$ cat config.mk
export PLATFORM = sky130hd
export DESIGN_NAME = ram_be_dp_flat
export DESIGN_NICKNAME = d
export VERILOG_FILES = /design/src/rtl/ram_pkg.sv /design/src/rtl/ram_be_dp_if.sv /design/src/rtl/ram_clear_seq.sv /design/src/rtl/ram_be_dp.sv /design/src/flat_wrapper.sv
export SDC_FILE = /design/constraint.sdc
export NUM_CORES = 1
export LEC_CHECK = 0
export ABC_AREA = 0
export BUFFER_PORTS_ARGS = -buffer_cell sky130_fd_sc_hd__clkbuf_2
export CAP_MARGIN = 0
export CORE_AREA = 2 2 60 118
export DETAILED_ROUTE_END_ITERATION = 6
export DIE_AREA = 0 0 62 120
export PLACE_DENSITY = 0.7
export RECOVER_POWER = 50
export SLEW_MARGIN = 20
export SYNTH_ARGS = -nofsm -noshare
export SYNTH_HDL_FRONTEND = slang
export SYNTH_SLANG_ARGS = --single-unit
$ cat constraint.sdc
create_clock -name clk -period 1.9 [get_ports clk]
set_clock_uncertainty 0.2 [all_clocks]
set_input_delay 0.285 -clock clk [delete_from_list [all_inputs] [get_ports clk]]
set_output_delay 0.285 -clock clk [all_outputs]
set_load 0.01 [all_outputs]
$ cat src/rtl/ram_pkg.sv
// Shared constants and FSM state type for the byte-enabled dual-port RAM.
package ram_pkg;
    localparam int RDW_OLD = 0;
    localparam int RDW_NEW = 1;

    typedef enum logic {CLEAR, READY} state_e;
endpackage

$ cat src/rtl/ram_be_dp_if.sv
// Write/read port bundle for ram_be_dp; master drives requests, slave returns data.
interface ram_be_dp_if #(
    parameter int DATA_WIDTH = 8,
    parameter int ADDR_WIDTH = 3,
    parameter int BYTE_WIDTH = 8
);
    localparam int NUM_BYTES = DATA_WIDTH / BYTE_WIDTH;

    logic [DATA_WIDTH-1:0] data;
    logic [NUM_BYTES-1:0]  be;
    logic [ADDR_WIDTH-1:0] write_addr;
    logic                  we;
    logic [ADDR_WIDTH-1:0] read_addr;
    logic                  re;
    logic [DATA_WIDTH-1:0] q;
    logic                  q_valid;
    logic                  init_busy;

    modport master (
        output data, be, write_addr, we, read_addr, re,
        input  q, q_valid, init_busy
    );
    modport slave (
        input  data, be, write_addr, we, read_addr, re,
        output q, q_valid, init_busy
    );
endinterface

$ cat src/rtl/ram_clear_seq.sv
// Post-reset clear sweep: walks every word once, then hands the RAM to the user ports.
import ram_pkg::*;

module ram_clear_seq #(
    parameter int ADDR_WIDTH = 3
) (
    input  logic                  clk,
    input  logic                  rst,
    output logic                  clr_we,
    output logic [ADDR_WIDTH-1:0] clr_addr,
    output logic                  init_busy
);
    state_e                state, state_nxt;
    logic [ADDR_WIDTH-1:0] cnt;

    always_ff @(posedge clk) begin
        if (rst) begin
            state <= CLEAR;
            cnt   <= '0;
        end else begin
            state <= state_nxt;
            if (clr_we) cnt <= cnt + 1'b1;
        end
    end

    // Counter wraps back to 0 on the last word, so it is ready for the next sweep.
    always_comb begin
        state_nxt = state;
        clr_we    = 1'b0;
        case (state)
            CLEAR: begin
                clr_we = 1'b1;
                if (&cnt) state_nxt = READY;
            end
            default: ;
        endcase
    end

    assign clr_addr  = cnt;
    assign init_busy = (state == CLEAR);
endmodule

$ cat src/rtl/ram_be_dp.sv
// Simple dual-port RAM with per-byte write enables, selectable read-during-write,
// optional output register and a deterministic clear sweep after reset.
import ram_pkg::*;

module ram_be_dp #(
    parameter int                   DATA_WIDTH = 8,
    parameter int                   ADDR_WIDTH = 3,
    parameter int                   BYTE_WIDTH = 8,
    parameter int                   RDW_MODE   = RDW_OLD,
    parameter int                   OUT_REG    = 0,
    parameter logic [DATA_WIDTH-1:0] INIT_VALUE = '0
) (
    input logic      clk,
    input logic      rst,
    ram_be_dp_if.slave bus
);
    localparam int NUM_BYTES = DATA_WIDTH / BYTE_WIDTH;
    localparam int DEPTH     = 1 << ADDR_WIDTH;
    localparam int STAGES    = (OUT_REG != 0) ? 1 : 0;

    if (DATA_WIDTH % BYTE_WIDTH != 0) begin : g_bad_width
        $error("ram_be_dp: DATA_WIDTH must be a multiple of BYTE_WIDTH");
    end

    typedef logic [NUM_BYTES-1:0][BYTE_WIDTH-1:0] word_t;

    word_t                 mem [DEPTH];
    logic                  clr_we, busy;
    logic [ADDR_WIDTH-1:0] clr_addr;
    logic                  user_we, user_re;
    word_t                 wdata, rd_old, rd_byp, rd_reg;
    logic [STAGES:0]       vld_pipe;

    ram_clear_seq #(.ADDR_WIDTH(ADDR_WIDTH)) u_clr (
        .clk       (clk),
        .rst       (rst),
        .clr_we    (clr_we),
        .clr_addr  (clr_addr),
        .init_busy (busy)
    );

    assign bus.init_busy = busy;
    assign user_we = bus.we & ~busy & ~rst;
    assign user_re = bus.re & ~busy & ~rst;
    assign wdata   = bus.data;
    assign rd_old  = mem[bus.read_addr];

    always_comb begin
        rd_byp = rd_old;
        if (RDW_MODE == RDW_NEW && user_we && bus.write_addr == bus.read_addr) begin
            for (int i = 0; i < NUM_BYTES; i++)
                if (bus.be[i]) rd_byp[i] = wdata[i];
        end
    end

    // Sweep owns the write port while busy; user writes are gated off above.
    always_ff @(posedge clk) begin
        if (clr_we && !rst) begin
            mem[clr_addr] <= INIT_VALUE;
        end else if (user_we) begin
            for (int i = 0; i < NUM_BYTES; i++)
                if (bus.be[i]) mem[bus.write_addr][i] <= wdata[i];
        end
    end

    always_ff @(posedge clk) begin
        if (rst) begin
            vld_pipe <= '0;
            rd_reg   <= '0;
        end else begin
            vld_pipe[0] <= user_re;
            for (int s = 1; s <= STAGES; s++) vld_pipe[s] <= vld_pipe[s-1];
            if (user_re) rd_reg <= rd_byp;
        end
    end

    if (OUT_REG != 0) begin : g_oreg
        word_t q_reg;
        always_ff @(posedge clk) begin
            if (rst)              q_reg <= '0;
            else if (vld_pipe[0]) q_reg <= rd_reg;
        end
        assign bus.q = q_reg;
    end else begin : g_noreg
        assign bus.q = rd_reg;
    end

    assign bus.q_valid = vld_pipe[STAGES];
endmodule

$ cat src/flat_wrapper.sv
// flat-port wrapper written by rule: the top's interface ports become plain ports
module ram_be_dp_flat 
#(
    parameter int                   DATA_WIDTH = 8,
    parameter int                   ADDR_WIDTH = 3,
    parameter int                   BYTE_WIDTH = 8,
    parameter int                   RDW_MODE   = RDW_OLD,
    parameter int                   OUT_REG    = 0,
    parameter logic [DATA_WIDTH-1:0] INIT_VALUE = '0
)
  (clk, rst, bus_data, bus_be, bus_write_addr, bus_we, bus_read_addr, bus_re, bus_q, bus_q_valid, bus_init_busy);
  ram_be_dp_if #(.DATA_WIDTH(DATA_WIDTH), .ADDR_WIDTH(ADDR_WIDTH), .BYTE_WIDTH(BYTE_WIDTH)) bus_i ();
  input logic clk;
  input logic rst;
  input wire logic [$bits(bus_i.data)-1:0] bus_data;
  input wire logic [$bits(bus_i.be)-1:0] bus_be;
  input wire logic [$bits(bus_i.write_addr)-1:0] bus_write_addr;
  input wire logic [$bits(bus_i.we)-1:0] bus_we;
  input wire logic [$bits(bus_i.read_addr)-1:0] bus_read_addr;
  input wire logic [$bits(bus_i.re)-1:0] bus_re;
  output wire logic [$bits(bus_i.q)-1:0] bus_q;
  output wire logic [$bits(bus_i.q_valid)-1:0] bus_q_valid;
  output wire logic [$bits(bus_i.init_busy)-1:0] bus_init_busy;
  assign bus_i.data = bus_data;
  assign bus_i.be = bus_be;
  assign bus_i.write_addr = bus_write_addr;
  assign bus_i.we = bus_we;
  assign bus_i.read_addr = bus_read_addr;
  assign bus_i.re = bus_re;
  assign bus_q = bus_i.q;
  assign bus_q_valid = bus_i.q_valid;
  assign bus_init_busy = bus_i.init_busy;
  ram_be_dp #(.DATA_WIDTH(DATA_WIDTH), .ADDR_WIDTH(ADDR_WIDTH), .BYTE_WIDTH(BYTE_WIDTH), .RDW_MODE(RDW_MODE), .OUT_REG(OUT_REG), .INIT_VALUE(INIT_VALUE)) u_core (.clk(clk), .rst(rst), .bus(bus_i));
endmodule
# After elaboration in Yosys (flattened, before gate mapping)
# Memory sizes are Yosys's and may differ from the RTL's. A register that Yosys moved wholly into a read port is not among the register bits.
# Cells that the tools add are included.
[word_totals] register_bits=5 ramBits=64 inputBits=19 word_cells=27 mem_count=1
[op_classes] add_sub_neg=1 n_mux=12 bitwise=6 reduce_logical=4
[mem_list] memory="u_core.mem" words=8 width=8 rd=1 rd_ports_with_merged_regs=1 wr=1 line_no="ram_be_dp.sv:27" source="word_t mem [DEPTH];"
[ops] cell="1-bit 2-to-1 mux" n=10
[ops] cell="8-bit 2-to-1 mux" n=1
[ops] cell="8-bit OR reduction" n=1
[ops] cell="1-bit bitwise AND" n=4
[ops] cell="3-bit by 1-bit adder with 3-bit output (second input constant)" n=1
[ops] cell="3-bit 2-to-1 mux" n=1
[ops] cell="3-bit AND reduction" n=1
[ops] cell="1-bit NOT" n=2
[ops] cell="1-bit logical AND" n=1
[ops] cell="1-bit logical NOT" n=1

# Longest topological paths before layout
[logic_depth] depth_word=7 depth_mapped=5

# Modules after synthesis
# A second synthesis with hierarchy kept.
[hier_totals] hier_cells=221 area_unflattened_um2=3284.4
[modules_own_cells] mod="ram_be_dp" n_inst=1 cells_per_inst=204 area_per_inst_um2=3109.2
[modules_own_cells] mod="ram_clear_seq" n_inst=1 cells_per_inst=17 area_per_inst_um2=175.2

# Worst setup path after synthesis
# OpenSTA, ideal clock, no wires.
[synth_path] path_type="input -> register" startpoint="input port rst" endpoint="memory u_core.mem[6][0] (netlist bit), enable pin" arrival_ns=1.383 required_ns=1.327 slack_ns=-0.056 path_stages=4 path_cell_list="buf_6 > and4b_4 > mux2i_1 > nor2b_1"
[synth_via] elab_chain_len=7 elab_cells_between_ends=12 cone_classes="mux: 7; bitwise: 2; reduce/logical: 3"
[synth_lines] element="from (decl)" line_no="flat_wrapper.sv:14" source="input logic rst;"
[synth_lines] element="1-bit NOT" line_no="ram_be_dp.sv:43" source="assign user_we = bus.we & ~busy & ~rst;"
[synth_lines] element="1-bit bitwise AND" line_no="ram_be_dp.sv:43"
[synth_lines] element="1-bit 2-to-1 mux" line_no="ram_be_dp.sv:60" source="end else if (user_we) begin"
[synth_lines] element="1-bit 2-to-1 mux" line_no="ram_be_dp.sv:58" source="if (clr_we && !rst) begin"
[synth_lines] element="1-bit 2-to-1 mux (implied by the code)" line_no="ram_be_dp.sv:62" source="if (bus.be[i]) mem[bus.write_addr][i] <= wdata[i];"
[synth_lines] element="8-bit OR reduction (no source line)"
[synth_lines] element="3-bit 2-to-1 mux (no source line) or 1-bit 2-to-1 mux (tied branches)"
[synth_lines] element="to (decl)" line_no="ram_be_dp.sv:27"
# Parallel ways exist; a longest one is shown, timed or not.

# Worst setup path after layout
[layout_path] startpoint="register u_core.u_clr.state" endpoint="memory u_core.mem[7][4] (netlist bit), enable pin"
[layout_via] elab_chain_len=7 elab_cells_between_ends=12 cone_classes="mux: 8; bitwise: 2; reduce/logical: 2"
[layout_lines] element="from (decl)" line_no="ram_clear_seq.sv:13" source="state_e state, state_nxt;"
[layout_lines] element="from (signal assigned)" line_no="ram_clear_seq.sv:21" source="state <= state_nxt;"
[layout_lines] element="1-bit bitwise AND (2 in series)" line_no="ram_be_dp.sv:43"
[layout_lines] element="1-bit 2-to-1 mux" line_no="ram_be_dp.sv:60"
[layout_lines] element="1-bit 2-to-1 mux" line_no="ram_be_dp.sv:58"
[layout_lines] element="1-bit 2-to-1 mux (implied by the code)" line_no="ram_be_dp.sv:62"
[layout_lines] element="8-bit OR reduction (no source line)"
[layout_lines] element="3-bit 2-to-1 mux (no source line) or 1-bit 2-to-1 mux (tied branches)"
# Parallel ways exist; a longest one is shown, timed or not.

==> results.rst <==
.. list-table::
   :header-rows: 1

   * - Metric
     - Value
   * - Cell family contributing the most delay on the critical path
     - simple AND/OR/NAND/NOR gates
   * - Cell types with the largest area share after synthesis
     - sky130_fd_sc_hd__edfxtp_1 61%, sky130_fd_sc_hd__mux2_2 8.9%, sky130_fd_sc_hd__dfxtp_1 8.2%
   * - Number of global-route vias before repair
     - around 1800
   * - Antenna diodes
     - 0
   * - Overall fraction of global-route tracks in use
     - 0.1767
   * - Largest fanout on the critical path
     - 8
   * - Maximum number of pins on one net before global-route repair
     - 21
   * - Crit path buf inv count
     - 2
   * - Core area
     - approximately 0.0066 mm2
   * - Placed wire-length estimate after detailed placement
     - 4.113 mm
   * - Post-synthesis async set-or-reset flop share
     - 0
   * - Total of flip-flops plus latches after synthesis
     - 77
   * - Register cell area after layout
     - 0.002186 mm2
   * - Pwr dens
     - 978.8 mW/mm2
   * - Fin util
     - 0.5760
   * - Worst Hold Path Cells
     - 3
   * - Clock Tree Root
     - sky130_fd_sc_hd__clkbuf_16
   * - Status
     - finished clean
   * - Post-synth top area share
     - 0.6074
   * - Slowest cell on crit path
     - sky130_fd_sc_hd__dfxtp_4
   * - Total vias in the final route
     - 1777
   * - Cell taking the most area after synthesis
     - sky130_fd_sc_hd__edfxtp_1
   * - Max capacitance violation total
     - 0
   * - GRT met1 Usage
     - 0.1813
   * - Final setup violation count
     - 0
   * - Remaining antenna violation count after routing
     - 0
   * - Final setup TNS
     - 0 ns
   * - Worst-skew pair later-pin latency
     - 0.33 ns
   * - Stages on the worst setup path
     - 5
   * - Min Tclk post-route
     - ~1.9 ns
   * - Min-Delay Path Class
     - input pin to flop
   * - Number of max-slew violations in the final report
     - 0
   * - Flip-flop count of the largest register, all copies and words added
     - 64
   * - Area growth from synthesis to layout
     - 19.57%
   * - Number of vias per cell after detailed routing
     - 5.196
   * - Area used by multi-input combinational logic
     - about 900 um2
   * - Nature of the critical path endpoint
     - flop
   * - Final period utilization
     - 0.9973
   * - Cell with the most instances after synthesis
     - sky130_fd_sc_hd__edfxtp_1
   * - First drt pass iteration count
     - 4
   * - Clock Pin Slew Worst Setup and Hold Paths
     - 0.05 ns
   * - Worst supply voltage drop on vdd
     - 0.6012 mV
   * - Post-synthesis net count
     - ~230
   * - Startpoint-to-endpoint class of the critical path
     - flop to flop
   * - Deepest level of the CTS H-tree
     - 3
   * - Switching power
     - slightly above 0.7 mW
   * - Top cells by instance count after synthesis
     - 64 x sky130_fd_sc_hd__edfxtp_1, 25 x sky130_fd_sc_hd__mux2_2, 16 x sky130_fd_sc_hd__o22ai_1, 13 x sky130_fd_sc_hd__dfxtp_1
   * - Final GP Congestion
     - 0.8235
   * - Number of fill cells
     - 516
   * - Die area
     - 0.007440 mm2
   * - GR Layer Usage met3
     - 0.05388
   * - TritonCTS clock tree
     - done
   * - Wire per inst
     - 16.78 um
   * - Buffers from clock root to sink, at most
     - 2
   * - Die outline height
     - 120 um
   * - WP data arrival
     - 1.73 ns
   * - CTS Buf Count
     - 9
   * - Count of buffers from port buffering
     - 28
   * - Post-synthesis cell type count
     - 29
   * - Total I/O pin count
     - 29
   * - Timing-limited maximum frequency
     - 527.7 MHz
   * - Sequential element share of the synthesized area
     - 0.6896
   * - Part of the power in registers
     - 0.501
   * - Leakage power total
     - approximately 1.4 nW
   * - Total Nets Final
     - 270
   * - Crit path largest cell delay
     - 0.37 ns
   * - Worst slew margin relative to its limit
     - 0.6608
   * - Kind of launch point of the worst setup path
     - flop
   * - Power, Total
     - between 3 and 4 mW
   * - Part of the power in the clock network
     - 0.442
   * - Mean Syn Cell Area
     - between 15 and 20 um2
   * - Dominant register cell in the synthesized netlist
     - sky130_fd_sc_hd__edfxtp_1
   * - Violation count after the first detailed-route iteration
     - 102
   * - Number of rows in the core area
     - 42
   * - Initial standard-cell utilization of the core
     - 0.4817
   * - Internal power summed over all cells
     - 2.981 mW
   * - Wirelength, routed
     - about 5.7 mm
   * - Number of buffers inserted by hold repair at cts
     - 0
   * - Remaining global-route overflow
     - 0
   * - Critical path required time
     - 1.74 ns
   * - Unrepaired setup endpoints after global routing
     - true
   * - Antenna violations before repair
     - 0
   * - Sequence of cells on the critical path
     - and4b_4 -> buf_4 -> mux2i_2 -> nor2b_4 -> buf_6
   * - Most Used Layer, Global Route
     - met2
   * - DRC Markers
     - 0
   * - Yosys Warn Count
     - 0
   * - Synthesized netlist cell count
     - 204
   * - Fraction of power consumed by combinational cells
     - 0.057
   * - Share of final-layout standard cells stronger than drive strength 1
     - 0.3661
   * - Hold violation count in the final report
     - 0
   * - Slew at the pin closest to its max-slew limit
     - 0.5073 ns
   * - Sw frac
     - 0.1949
   * - Global routing usage on met2
     - 0.2969
   * - Wire length of the first global-routing pass
     - 8.880 mm
   * - # clock sinks
     - 77
   * - EDFF count, synth
     - 64
   * - Horiz. Die Dim
     - between 60 and 70 um
   * - Post-synthesis instance area
     - 0.003164 mm2
   * - Number of cell instances on the worst register-to-register path
     - 5
==> logic make-up (layout without fill, tap and decap cells) <==
kind of cell,after synthesis,count (layout),synth area share
compound gates,28,28,0.05892
fa+ha+maj,2,2,0.007907
buf+inv,12,62,0.03044
flops,77,77,0.6896
mux,38,38,0.1329
simple gates,47,47,0.08027
==> repair_timing <==
action,CTS,global route
setup endpoints to repair,56,24
pin swaps,1,0
setup buffers,2,0
resized for setup,7,6
==> metrics by stage <==
step / cells / instance area [um2] / hold slack, ns / setup WS (ns)
after floorplan: 204 / 3169 / 0.2654 / -0.004183
after global placement: 324 / 3448 / 0.2349 / -0.1764
after detailed placement: 324 / 3448 / 0.2425 / -0.2327
after CTS: 342 / 3774 / 0.06440 / 0.02556
after global routing: 342 / 3784 / 0.08339 / -0.01810
final: 342 / 3784 / 0.06989 / 0.005078
==> cell usage in the layout (no fill, tap or decap), types with 5 or more instances in the layout <==
| master | Yosys | routed |
|---|---|---|
| sky130_fd_sc_hd__edfxtp_1 | 64 | 64 |
| sky130_fd_sc_hd__mux2_2 | 25 | 25 |
| sky130_fd_sc_hd__clkbuf_2 | 0 | 19 |
| sky130_fd_sc_hd__o22ai_1 | 16 | 16 |
| sky130_fd_sc_hd__nand2_1 | 12 | 12 |
| sky130_fd_sc_hd__buf_4 | 2 | 12 |
| sky130_fd_sc_hd__dfxtp_1 | 13 | 12 |
| sky130_fd_sc_hd__clkbuf_1 | 0 | 11 |
| sky130_fd_sc_hd__clkbuf_16 | 0 | 9 |
| sky130_fd_sc_hd__o31ai_1 | 8 | 8 |
| sky130_fd_sc_hd__nor2_1 | 12 | 7 |
| sky130_fd_sc_hd__mux2_1 | 7 | 7 |
| sky130_fd_sc_hd__and2_2 | 6 | 6 |
| sky130_fd_sc_hd__mux2i_1 | 6 | 5 |
==> routing by layer <==
layer | wire [um] | part of all wire
met1 | 2026 | 0.35
met4 | 219 | 0.038
met3 | 238 | 0.041
met5 | 0 | 0
met2 | 3256 | 0.57
==> worst register-to-register path: stages (launching register included) <==
cell and delay [ns]:
sky130_fd_sc_hd__dfxtp_4 0.37, sky130_fd_sc_hd__and4b_4 0.27, sky130_fd_sc_hd__buf_4 0.16, sky130_fd_sc_hd__mux2i_2 0.27
sky130_fd_sc_hd__nor2b_4 0.19, sky130_fd_sc_hd__buf_6 0.14
==> power groups by stage <==
stage	combinational, mW	sequential [mW]	clock (mW)
finish	0.212	1.86	1.64
detailed placement	0.205	1.89	0
global route	0.230	1.86	1.74
floorplan	0.132	1.89	0
global placement	0.201	1.89	0
CTS	0.210	1.86	1.67
==> area by class of cell <==
class	count	share of cell area
Sequential cell	77	0.5777
Multi-Input combinational cell	115	0.2437
Timing Repair Buffer	44	0.07011
Clock buffer	11	0.06415
Tap cell	88	0.02910
Clock inverter	5	0.01323
Inverter	2	0.001984
==> final timing paths <==
check / startpoint / endpoint / slack, ns
hold reg to reg: u_core.bus.q[0]$_SDFFE_PP0P_ / u_core.bus.q[0]$_SDFFE_PP0P_ / 0.25
hold / removal: rst / u_core.u_clr.state$_SDFF_PP0_ / 0.07
setup reg to reg: u_core.u_clr.state$_SDFF_PP0_ / u_core.mem[7][4]$_DFFE_PP_ / 0.005
setup / recovery: u_core.u_clr.state$_SDFF_PP0_ / u_core.mem[7][4]$_DFFE_PP_ / 0.005
Note: power is estimated with default switching activity, not from simulation.
